<file path="src/rtl/bram_stream_reader.sv">
// Streams a contiguous BRAM address range out as an AXI-Stream master.
// Reads are credit-gated so returned words always fit in the output FIFO.
module bram_stream_reader #(
    parameter int ADDR_WIDTH = 8,
    parameter int DATA_WIDTH = 8,
    parameter int FIFO_DEPTH = 4
) (
    input  logic                  clk,
    input  logic                  rstn,
    input  logic                  start,
    input  logic [ADDR_WIDTH-1:0] base_addr,
    input  logic [ADDR_WIDTH:0]   length,
    output logic                  busy,
    output logic                  done,
    output logic                  bram_rden,
    output logic [ADDR_WIDTH-1:0] bram_addr,
    input  logic [DATA_WIDTH-1:0] bram_dout,
    input  logic                  bram_rack,
    output logic [DATA_WIDTH-1:0] m_axis_tdata,
    output logic                  m_axis_tvalid,
    input  logic                  m_axis_tready,
    output logic                  m_axis_tlast,
    output logic [1:0]            dbg_state
);
    localparam int PW = $clog2(FIFO_DEPTH);
    localparam int CW = PW + 1;
    localparam int LW = ADDR_WIDTH + 1;

    typedef enum logic [1:0] {
        IDLE  = 2'd0,
        READ  = 2'd1,
        DRAIN = 2'd2
    } state_t;

    state_t                state_q, state_d;
    logic                  busy_q, busy_d;
    logic                  done_q, done_d;
    logic                  rden_q, rden_d;
    logic [ADDR_WIDTH-1:0] addr_q, addr_d;
    logic [LW-1:0]         len_q, len_d;
    logic [LW-1:0]         issued_q, issued_d;
    logic [LW-1:0]         beat_q, beat_d;
    logic [CW-1:0]         outs_q, outs_d;
    logic [CW-1:0]         count_q, count_d;
    logic [PW-1:0]         wr_ptr_q, wr_ptr_d;
    logic [PW-1:0]         rd_ptr_q, rd_ptr_d;
    logic [DATA_WIDTH-1:0] mem_q [FIFO_DEPTH];
    logic [DATA_WIDTH-1:0] mem_d [FIFO_DEPTH];

    logic push, pop, issue, credit_ok, last_beat;

    // Acks arriving while idle belong to a command aborted by reset.
    assign push      = bram_rack && (state_q != IDLE);
    assign pop       = m_axis_tvalid && m_axis_tready;
    assign credit_ok = ({1'b0, count_q} + {1'b0, outs_q}) < (CW+1)'(FIFO_DEPTH);
    assign last_beat = (beat_q == len_q - LW'(1));

    assign m_axis_tvalid = (count_q != '0);
    assign m_axis_tdata  = mem_q[rd_ptr_q];
    assign m_axis_tlast  = m_axis_tvalid && last_beat;
    assign busy          = busy_q;
    assign done          = done_q;
    assign bram_rden     = rden_q;
    assign bram_addr     = addr_q;
    assign dbg_state     = state_q;

    always_comb begin
        state_d  = state_q;
        busy_d   = busy_q;
        done_d   = 1'b0;
        issue    = 1'b0;
        addr_d   = addr_q;
        len_d    = len_q;
        issued_d = issued_q;
        beat_d   = beat_q;
        if (pop) begin
            beat_d = beat_q + LW'(1);
        end
        case (state_q)
            IDLE: begin
                if (start) begin
                    if (length == '0) begin
                        done_d = 1'b1;
                    end else begin
                        // First read goes out on the accept edge for 3-cycle latency.
                        len_d    = length;
                        addr_d   = base_addr;
                        issued_d = LW'(1);
                        beat_d   = '0;
                        issue    = 1'b1;
                        busy_d   = 1'b1;
                        state_d  = (length == LW'(1)) ? DRAIN : READ;
                    end
                end
            end
            READ: begin
                if (credit_ok) begin
                    issue    = 1'b1;
                    addr_d   = addr_q + ADDR_WIDTH'(1);
                    issued_d = issued_q + LW'(1);
                    if (issued_q + LW'(1) == len_q) begin
                        state_d = DRAIN;
                    end
                end
            end
            DRAIN: begin
                if (pop && last_beat && (outs_q == '0)) begin
                    state_d = IDLE;
                    busy_d  = 1'b0;
                    done_d  = 1'b1;
                end
            end
            default: state_d = IDLE;
        endcase
        rden_d = issue;
    end

    always_comb begin
        mem_d    = mem_q;
        wr_ptr_d = wr_ptr_q;
        rd_ptr_d = rd_ptr_q;
        if (push) begin
            mem_d[wr_ptr_q] = bram_dout;
            wr_ptr_d        = wr_ptr_q + PW'(1);
        end
        if (pop) begin
            rd_ptr_d = rd_ptr_q + PW'(1);
        end
        count_d = count_q + CW'(push) - CW'(pop);
        outs_d  = outs_q + CW'(issue) - CW'(push && (outs_q != '0));
    end

    always_ff @(posedge clk or negedge rstn) begin
        if (!rstn) begin
            state_q  <= IDLE;
            busy_q   <= 1'b0;
            done_q   <= 1'b0;
            rden_q   <= 1'b0;
            addr_q   <= '0;
            len_q    <= '0;
            issued_q <= '0;
            beat_q   <= '0;
            outs_q   <= '0;
            count_q  <= '0;
            wr_ptr_q <= '0;
            rd_ptr_q <= '0;
            for (int i = 0; i < FIFO_DEPTH; i++) begin
                mem_q[i] <= '0;
            end
        end else begin
            state_q  <= state_d;
            busy_q   <= busy_d;
            done_q   <= done_d;
            rden_q   <= rden_d;
            addr_q   <= addr_d;
            len_q    <= len_d;
            issued_q <= issued_d;
            beat_q   <= beat_d;
            outs_q   <= outs_d;
            count_q  <= count_d;
            wr_ptr_q <= wr_ptr_d;
            rd_ptr_q <= rd_ptr_d;
            mem_q    <= mem_d;
        end
    end

    a_no_overflow: assert property (@(posedge clk) disable iff (!rstn)
        !(push && !pop && (count_q == CW'(FIFO_DEPTH))));

endmodule
</file>
<file path="config.mk">
export PLATFORM = sky130hd
export DESIGN_NAME = bram_stream_reader
export DESIGN_NICKNAME = d
export VERILOG_FILES = /design/src/rtl/bram_stream_reader.sv
export SDC_FILE = /design/constraint.sdc
export NUM_CORES = 1
export LEC_CHECK = 0
export BUFFER_PORTS_ARGS = -buffer_cell sky130_fd_sc_hd__buf_2
export CAP_MARGIN = 20
export CORE_MARGIN = 3
export CORE_UTILIZATION = 40
export CTS_CLUSTER_SIZE = 16
export DETAILED_ROUTE_END_ITERATION = 10
export REMOVE_ABC_BUFFERS = 1
export SLEW_MARGIN = 40
export SYNTH_ARGS = -nofsm -noshare
export SYNTH_HDL_FRONTEND = slang
export SYNTH_SLANG_ARGS = --single-unit
</file>
<file path="constraint.sdc">
create_clock -name clk -period 4.13 [get_ports clk]
set_clock_uncertainty 0.15 [all_clocks]
set_input_delay 0 -clock clk [delete_from_list [all_inputs] [get_ports clk]]
set_output_delay 0 -clock clk [all_outputs]
set_load 0.005 [all_outputs]
</file>
==> impl_metrics.yaml <==
run_status:
  outcome: "finished clean"
final_layout:
  final_nets: 521
  fillCellCount: 957
  postLayoutCoreUtil_pct: 49.9
  antennaDiodeCount: 0
  drive_gt1_share_pct: 27.7
  fin_area_um2: 5290
  area.growth.synth_to_final_pct: 18.2
  fin_cells: 616
logic_synthesis:
  synth-seq-area-share_pct: 45.8
  syn_area_um2: 4480
  synth-main-ff-cell: "dfrtp_1"
  syn_avg_cell_area_um2: 11.2
  yosys_warnings: 0
  synth.area.top_cells: "dfrtp_1, mux2_2, mux4_2"
  synth_top_area_share_pct: 45.8
  yosysTopAreaCell: "dfrtp_1"
  synth_edf_count: 0
  yosysUniqueCellTypes: 59
  synth_async_sr_flop_share_pct: 100
  ys_ff_latch: 82
  syn_inst: 400
timing:
  finalWorstSetupSlack_ns: 0.927
  setup-tns-final_ns: 0
  finalMaxSlewViolations: 0
  slew_headroom_pct: 55.9
  rsz0062_at_grt: "false"
  worst_pin_slew_ns: 0.662
  period_share_pct: 77.6
  holdWs_ns: 0.0838
  finalSetupViolations: 0
  clock.fmax_mhz: 312
  report.final.hold_viol_count: 0
  fin_crit_ns: 3.20
route:
  drc: 0
  via_per_inst: 5.31
  ant_nets: 0
  dr.pass1.iters: 4
  drt_iter0_markers: 177
  routed-via-count: 3272
  wire_per_inst_um: 15.8
  drt_wl_total_mm: 9.73
grt:
  track_usage_pct: 16.1
  grt_overflow: 0
  grt_pass1_vias: 3241
  grt_max_degree: 83
  grt_pass1_wl_mm: 16.4
  grt_antenna_before_repair: 0
power_and_ir_drop:
  swShare_pct: 38.2
  ir_worst_vdd_v: 0.000346
  p_seq_share_pct: 43.7
  p_int_mw: 2.25
  finalPower_mw: 3.64
  p_comb_share_pct: 41.1
  p_clk_share_pct: 15.2
  p_per_area_nw_per_um2: 688
  p_leak_nw: 2.27
  switching_power_mw: 1.39
floorplanning:
  io_pins: 53
  die_h_um: 112
  coreArea_um2: 10600
  rows: 37
  start_util_pct: 42.2
  fp.dieW_um: 112
  dieArea_um2: 12500
setup_path:
  crit_arrival_ns: 3.34
  critical_path_class: "flop to flop"
  crit_required_ns: 4.27
  rr_startpoint: "outs_q[2]$_DFF_PN0_"
  worstSetupStartpoint: "outs_q[2]$_DFF_PN0_"
  crit_path_end_kind: "flop"
  setup.worst_path.start_class: "flop"
  crit_path_max_fanout: 16
place:
  placed_cell_area_um2: 4820
  io_buffer_count: 52
  dp_slack_ns: 0.936
  dp_cells: 572
  dp_hpwl_mm: 6.91
  globalplace.congestion: 0.778
cts:
  clk_latency_ns: 0.36
  cts_setup_buffers: 0
  cts_made_buffers: 9
  clk_path_buf_depth: 2
  tritoncts: "done"
  htree_levels: 3
  clockRootBuffer: "clkbuf_8"
  path_clk_slew_ns: 0.09
  cts_sinks: 82
min_path:
  hold_path.class: "primary input to asynchronous set/reset pin"
job:
  maxCapViolCount: 0
placed cells by master (no fill, tap or decap), types with 2 or more instances in the layout:
cell           instances
fa_1                   2
mux4_2                 8
nand3_1               20
o21ai_2                3
nor3b_1                2
and3_1                 4
nand2b_1               7
dlygate4sd3_1         28
and4_1                 3
or4_1                  2
o21ai_0               14
nor2_1                20
o41ai_1                3
or3_1                  2
a2111o_1               2
xor2_1                14
mux2i_1                2
inv_1                 13
nand4_1                3
ha_1                  14
clkbuf_8              11
buf_2                 51
o22ai_1                3
o31ai_1                8
nand2_1               28
o211ai_1               2
and2_1                 3
mux2_2                41
a31oi_1                5
dfrtp_1               82
o21ai_1                3
nor3_1                 6
nor2b_1                7
xnor2_1               19
clkinvlp_4             2
a21oi_1               17
Yosys cell counts, types with 2 or more instances:
master	instances
nor2b_1	7
nand2b_1	7
clkbuf_1	10
a2111o_1	2
nand2_1	28
or3_1	2
dfrtp_1	82
o211ai_1	2
buf_6	2
mux2_2	41
ha_1	14
a21oi_1	17
nor2_1	20
nand3_1	20
fa_1	2
o41ai_1	3
a31oi_1	5
mux4_2	8
buf_1	2
or4_1	2
xnor2_1	19
nor3b_1	2
o31ai_1	8
o22ai_1	3
and4_1	3
o21ai_0	14
nand4_1	3
and2_1	3
nor3_1	6
o21ai_2	3
mux2i_1	2
xor2_1	14
inv_1	13
o21ai_1	3
and3_1	4
final timing paths:
kind,slack [ns],cells after the start,endpoint
max,0.93,11,outs_q[2]$_DFF_PN0_
min,0.08,2,bram_addr[2]$_DFFE_PN0P_
max reg2reg,0.93,11,outs_q[2]$_DFF_PN0_
min reg2reg,0.36,1,mem_q[6]$_DFFE_PN0P_
max in group asynchronous,3.27,2,beat_q[1]$_DFF_PN0_
min in group clk,0.09,3,rd_ptr_q[0]$_DFFE_PN0P_
cell families (layout without fill, tap and decap cells):
logic type                 Yosys count  after routing  synth area share (%)
AOI/OAI and AO/OA                   68             68                  10.3
xor gates and xnor gates            33             33                  6.46
adders and majority gates           16             16                  4.81
buffers and inverters               31            111                  3.47
DFF                                 82             82                  45.8
muxes                               51             51                  14.8
and+or+nand+nor                    119            119                  14.4
cell type report:
class	instances	area [um2]	share of cell area, %
clock buffers	10	138	2.60
clock inverters	6	48.8	0.922
inverters	14	55.1	1.04
multi-input cells	287	2270	42.9
flip-flops and latches	82	2050	38.8
well taps	136	170	3.22
repair buffers	81	557	10.5
repair_timing:
action / 4_1_cts / 5_1_grt
gates resized for setup: 0 / 0
hold buffers: 28 / 0
setup endpoints to repair: 0 / 0
endpoints found under the hold margin: 144 / 0
power by group through the flow:
stage / registers, mW / logic, mW / clock network (mW)
floorplan: 1.48 / 1.12 / 0
global placement: 1.60 / 1.44 / 0
detailed placement: 1.61 / 1.50 / 0
CTS: 1.60 / 1.52 / 0.573
global route: 1.65 / 1.69 / 0.603
finish: 1.59 / 1.50 / 0.553
per-layer routing:
metal / share of wire, % / GRT usage (%) / up-vias / routed length [um]
li1: - / - / 1602 / -
met3: 4.5 / 3.97 / 9 / 437
met1: 48 / 22.4 / 1589 / 4650
met5: 0 / 0 / - / 0
met4: 1.1 / 3.89 / 0 / 109
met2: 47 / 25.4 / 72 / 4530
sequential cells by signal, summed over array words and instances (netlist names):
register   count
bram_addr      8
outs_q         3
bram_rden      1
beat_q         9
issued_q       9
rd_ptr_q       2
wr_ptr_q       2
len_q          9
dbg_state      2
busy           1
count_q        3
mem_q         32
done           1
worst max-delay path, cell delays in order (launching register included):
cell and delay (ns):
dfrtp_1 0.41, ha_1 0.29, nor3_1 0.29, nand3_2 0.36, nand2_4 0.29, inv_4 0.12
ha_1 0.29, inv_1 0.04, ha_1 0.19, fa_1 0.38, xnor2_1 0.18, xnor2_1 0.14
No activity file was read; power rests on OpenSTA's default activity.
